**src/rtl/sys_rst_ctrl.sv**
```systemverilog
// Reset sequencer downstream of the system PLL: synchronises the PLL lock, holds the
// SoC in reset for a stabilisation delay, and supports debug-requested SoC resets.
module sys_rst_ctrl #(
    parameter int SYNC_STAGES  = 2,
    parameter int DELAY_CYCLES = 1024,
    parameter int DMRST_CYCLES = 16
) (
    input  logic       i_clk,
    input  logic       i_rst,
    input  logic       i_pll_locked,
    input  logic       i_dmreset,
    output logic       o_locked,
    output logic       o_sys_nrst,
    output logic       o_dbg_nrst,
    output logic [1:0] o_state
);

    localparam int MAX_CYCLES = (DELAY_CYCLES > DMRST_CYCLES) ? DELAY_CYCLES : DMRST_CYCLES;
    localparam int CNT_W      = $clog2(MAX_CYCLES + 1);
    localparam logic [CNT_W-1:0] DELAY_LAST = CNT_W'(DELAY_CYCLES - 1);
    localparam logic [CNT_W-1:0] DMRST_LAST = CNT_W'(DMRST_CYCLES - 1);

    typedef enum logic [1:0] {
        ST_WAIT  = 2'd0,
        ST_CNT   = 2'd1,
        ST_RUN   = 2'd2,
        ST_DMRST = 2'd3
    } state_t;

    state_t                 state;
    logic [CNT_W-1:0]       cnt;
    logic [SYNC_STAGES-1:0] sync_q;

    // Lock is asynchronous to i_clk; the last flop of this chain is the only consumer.
    always_ff @(posedge i_clk or posedge i_rst) begin
        if (i_rst) begin
            sync_q <= '0;
        end else begin
            sync_q <= {sync_q[SYNC_STAGES-2:0], i_pll_locked};
        end
    end

    assign o_locked = sync_q[SYNC_STAGES-1];
    assign o_state  = state;

    // Counter only advances up to the terminal compare, so it can never wrap.
    always_ff @(posedge i_clk or posedge i_rst) begin
        if (i_rst) begin
            state      <= ST_WAIT;
            cnt        <= '0;
            o_sys_nrst <= 1'b0;
            o_dbg_nrst <= 1'b0;
        end else begin
            case (state)
                ST_WAIT: begin
                    o_sys_nrst <= 1'b0;
                    o_dbg_nrst <= 1'b0;
                    if (o_locked) begin
                        state <= ST_CNT;
                        cnt   <= '0;
                    end
                end
                ST_CNT: begin
                    if (!o_locked) begin
                        state <= ST_WAIT;
                    end else if (cnt == DELAY_LAST) begin
                        state      <= ST_RUN;
                        o_sys_nrst <= 1'b1;
                        o_dbg_nrst <= 1'b1;
                    end else begin
                        cnt <= cnt + CNT_W'(1);
                    end
                end
                ST_RUN: begin
                    if (!o_locked) begin
                        state      <= ST_WAIT;
                        o_sys_nrst <= 1'b0;
                        o_dbg_nrst <= 1'b0;
                    end else if (i_dmreset) begin
                        state      <= ST_DMRST;
                        cnt        <= '0;
                        o_sys_nrst <= 1'b0;
                    end
                end
                ST_DMRST: begin
                    // A held request keeps reloading, stretching the SoC reset.
                    if (!o_locked) begin
                        state      <= ST_WAIT;
                        o_sys_nrst <= 1'b0;
                        o_dbg_nrst <= 1'b0;
                    end else if (i_dmreset) begin
                        cnt <= '0;
                    end else if (cnt == DMRST_LAST) begin
                        state      <= ST_RUN;
                        o_sys_nrst <= 1'b1;
                    end else begin
                        cnt <= cnt + CNT_W'(1);
                    end
                end
                default: begin
                    state      <= ST_WAIT;
                    o_sys_nrst <= 1'b0;
                    o_dbg_nrst <= 1'b0;
                end
            endcase
        end
    end

endmodule

```
**config.mk**
```make
export PLATFORM = sky130hd
export DESIGN_NAME = sys_rst_ctrl
export DESIGN_NICKNAME = d
export VERILOG_FILES = /design/src/rtl/sys_rst_ctrl.sv
export SDC_FILE = /design/constraint.sdc
export NUM_CORES = 1
export LEC_CHECK = 0
export CAP_MARGIN = 5
export CORE_MARGIN = 2
export CORE_UTILIZATION = 25
export DETAILED_ROUTE_END_ITERATION = 8
export PLACE_DENSITY = 0.38
export SLEW_MARGIN = 20
export SYNTH_ARGS = -nofsm -noshare
export SYNTH_HDL_FRONTEND = slang
export SYNTH_SLANG_ARGS = --single-unit
```
**constraint.sdc**
```tcl
create_clock -name i_clk -period 3.7 [get_ports i_clk]
set_clock_uncertainty 0.15 [all_clocks]
set_input_delay 0.925 -clock i_clk [delete_from_list [all_inputs] [get_ports i_clk]]
set_output_delay 0.925 -clock i_clk [all_outputs]
set_load 0.005 [all_outputs]
```
# After elaboration in Yosys (flattened, before gate mapping)
# Cells that the tools add are included.
# Widths: inputs -> output; s select.
# word_totals
out_inout_bits	5
input_bits	4
register_bits	17
# classes
muxes	28
addsub	1
n_reduce_logical	6
eq_ne	18
# op_table
cell	count
$mux 11	8
$pmux 11 s4	1
$mux 2	8
$ne 2x2->1 const B	8
$ne 3x3->1 const B	5
$add 11x1->11 const B	1
$eq 11x10->1 const B	1
$eq 11x4->1 const B	1
$reduce_and 5->1	2
$mux 1	8
$pmux 2 s4	1
$reduce_and 7->1	1
$eq 2x2->1 const B	2
$pmux 1 s4	1
$pmux 1 s3	1
$reduce_and 3->1	1
$eq 2x1->1 const B	1
$logic_not 2->1	1
$reduce_or 2->1	1

# Longest topological paths before layout
# depth
word_depth	5
depth_mapped	6
mapped_depth_nobuf	6

# Least setup slack after synthesis
# OpenSTA, ideal clock, no wires.
# synth_timing
path_kind	input-to-reg
startpoint	input i_dmreset
endpoint	register cnt[1]
path_buffers	0
path_slack_ns	1.551
cell_stages	5
arrival_ns	1.869
t_required_ns	3.420
path_cell_list	or2b_2 -> nor4_4 -> or2_4 -> a21oi_4 -> mux2i_1
# synth_between
elab_chain_cells	3
word_cells_on_any_way	6
# synth_lines
item	line	rtl
start: declaration	11	input logic i_dmreset,
$mux 11	91	end else if (i_dmreset) begin
$mux 11	87	if (!o_locked) begin
$pmux 11 s4	54	case (state)
end signal: assignment	71	cnt <= cnt + CNT_W'(1);
end signal: assignment	97	cnt <= cnt + CNT_W'(1);
end: declaration	31	logic [CNT_W-1:0] cnt;
# Several ways; a longest one is shown, not always the timed one. The select of a mux whose other input is x is not followed.
# A chain may end at the register's enable or synchronous reset.

# Worst setup path after layout
# layout_timing
startpoint	input i_dmreset
endpoint	register cnt[5]
# Same word-level chain as after synthesis.

==> summary.txt <==
Placement
  • Inst Count DP: 157
  • HPWL after detailed placement: 1.64 mm
  • # port buffers: 8
  • Placer congestion estimate: 0.691

Worst hold path
  • Hold Crit Start: sync_q[0]
  • Worst hold-check path type: flop to flop
  • Hold Path Stages: 0
  • Endpoint, Worst Hold: sync_q[1]

Timing
  • TNS Setup: 0 ns
  • Fin. Hold Viols: 0
  • Tightest hold margin: 0.201 ns
  • Crit share post-route: 67.5%
  • Fmax achieved: 401 MHz
  • Final setup vio count: 0
  • RSZ-0062 raised after global routing: false
  • Shortest period the worst path allows: 2.50 ns
  • Max Slew Vio Count: 0
  • Relative slew slack: 54.1%
  • Worst-margin pin slew: 0.687 ns

Drt
  • DRC viols: 0
  • Final wirelength: 2.31 mm
  • First-pass DRT Iterations: 4
  • 1st-iter DRT viols: 32
  • Antenna Nets Post-Route: 0
  • Avg WL per Cell: 14.4 um
  • Via count: 825
  • Vias/cell: 5.12

Yosys
  • Synth top area share: 42.8%
  • Synth cell types: 40
  • Post-Syn Nets: 109
  • EDFF count, synth: 0
  • Ys async rst share: 100%
  • Combinational family with the most area after synthesis: simple AND/OR/NAND/NOR gates
  • Synth Area in Compound Gates: 23.4%
  • Synth Flop Type: dfrtp_1
  • Multiplexer share of the synthesized area: 1.01%
  • Synth top area cells: dfrtp_1 (43%), nand2_1 (4.5%), a31oi_1 (4.4%), o21ai_0 (3.5%), o31ai_1 (3.0%)
  • Simple-Gate Fraction of Synth Area: 26.2%
  • Post-synthesis sequential area ratio: 42.8%
  • Adder-Cell Fraction of Synth Area: 1.26%
  • Syn avg cell area: 9.55 um2
  • Synth Warn #: 0
  • XOR/XNOR Fraction of Synth Area: 0%
  • Leading area contributor after synthesis: dfrtp_1
  • Post-synthesis cell count: 104
  • Synthesized area: 993 um2
  • Seq cells post-synth: 17

Status
  • Status: finished clean

Die
  • Starting Density: 26.5%
  • Number of placed I/O pins: 9
  • Core Region: 3740 um2
  • Die Area: 4490 um2
  • Die Y: 67.0 um
  • Die Wd: 67.0 um
  • Row cnt: 22

Power
  • Power per cell area: 360 nW/um2
  • Power Total: 0.416 mW
  • Worst vdd ir: 0.143 mV
  • Leakage: 0.467 nW

Clock tree
  • H-tree depth: 1
  • Clk root buf: clkbuf_8
  • CTS tree: done
  • Post-CTS Setup Inserts: 0
  • Clock transition at the registers of the reported paths: 0.07 ns
  • CTS Sinks: 17
  • Clk buf depth: 2
  • CTS Hold Bufs: 0
  • Resized Gates After CTS: 0
  • Clk Latency, worst-skew pair: 0.26 ns
  • Num CTS Buffers: 3

Layout
  • Diodes inserted: 0
  • Final Non-Filler Cells: 161
  • Fraction of layout cells with a size suffix above 1: 12.4%
  • Layout area overhead: 16.1%
  • Nets: 119
  • Fillers: 412

Setup path
  • CP Class: primary input to flop
  • Critical R2R Launch: cnt[0]
  • Worst r2r path cells: 6
  • Worst setup path startpoint: i_dmreset
  • Setup slack, reg-to-reg: 1.40 ns
  • Worst path required time: 3.72 ns
  • Crit. End Element: flop
  • CP arrival: 2.52 ns
  • Crit Path Max Fanout: 9
  • R2R Path End: cnt[5]
  • Critical Path Start Type: primary input

Global routing
  • Largest net degree at the start of global routing: 18
  • Overall routing resource usage: 12.0%
  • Initial antenna violation count: 0
  • Grt ovf: 0
  • Vias in the first global route: 784
  • Global-route wire length before repair: 3.95 mm

Flow run
  • Max cap viols: 0
[synth_stat cells (2+ instances only)]
cell type   n
nor2b_1     3
nand3_1     4
nand4_1     3
nor3_1      3
o31ai_1     4
a31oi_1     7
nand2_1    12
nor2_1      6
inv_1       5
a21oi_1     4
dfrtp_1    17
o21ai_0     7
nand2b_1    2
[worst max-delay path by stage]
stage | endpoint | slack, ns | depth (start not counted)
2_1_floorplan | cnt[1] | 1.55 | 5
3_3_place_gp | cnt[9] | 1.01 | 6
3_5_place_dp | cnt[1] | 0.95 | 6
4_1_cts | cnt[5] | 1.22 | 6
5_1_grt | cnt[4] | 1.17 | 6
6_report | cnt[5] | 1.20 | 6
[registers in the layout (all words and copies together), names as in the netlist]
signal and count:
sync_q 2, o_sys_nrst 1, o_dbg_nrst 1, cnt 11, o_state 2
[cells by family (layout without fill, tap and decap cells)]
kind of cell / Yosys count / after routing
compound gates: 34 / 34
fa+ha+maj: 1 / 1
buf+inv: 9 / 18
flops: 17 / 17
mux: 1 / 1
simple gates: 42 / 42
[where the power goes]
| group | internal [mW] | total [mW] | switching [mW] |
|---|---|---|---|
| Clock | 0.0749 | 0.144 | 0.0696 |
| Sequential | 0.199 | 0.215 | 0.0163 |
| Combinational | 0.0265 | 0.0560 | 0.0295 |
[stage by stage]
stage / area, um2 / utilization (%) / worst slack, ns
2_1_floorplan: 993 / - / 1.55
3_5_place_dp: 1110 / 29.6 / 0.951
5_1_grt: 1150 / 30.8 / 1.17
4_1_cts: 1150 / 30.8 / 1.22
6_report: 1150 / 30.8 / 1.20
3_3_place_gp: 1110 / 29.6 / 1.01
[per-layer routing]
| layer | global-route usage [%] | vias to the layer above | share of wire [%] |
|---|---|---|---|
| met5 | 0 | - | 0 |
| met4 | 6.12 | 0 | 2.1 |
| met3 | 2.03 | 5 | 3.2 |
| met2 | 18.8 | 18 | 47 |
| met1 | 15.8 | 396 | 47 |
| li1 | - | 406 | - |
[worst max-delay path, cell delays in order]
cell and delay, ns:
clkdlybuf4s50_1 0.45, or2b_2 0.34, nor4_4 0.30, or2_4 0.20
a21oi_4 0.07, a31oi_1 0.23
[final cells by class]
class | instances | area, um2 | share of cell area [%]
Timing Repair Buffer | 9 | 87.6 | 7.59
Clock inverter | 1 | 5.00 | 0.434
Inverter | 5 | 18.8 | 1.63
Sequential cell | 17 | 425 | 36.9
Tap cell | 48 | 60.1 | 5.21
Clock buffer | 3 | 41.3 | 3.58
Multi-Input combinational cell | 78 | 515 | 44.7
[placed cells by master (no fill, tap or decap), types with 2 or more instances in the layout]
cell type,n
nor2b_1,3
dfrtp_1,17
nand3_1,4
nand4_1,3
inv_1,5
nand2_1,12
clkdlybuf4s50_1,8
o31ai_1,4
nor3_1,3
nor2_1,6
clkbuf_8,3
a21oi_1,4
a31oi_1,7
o21ai_0,7
nand2b_1,2
No activity file was read; power rests on OpenSTA's default activity.
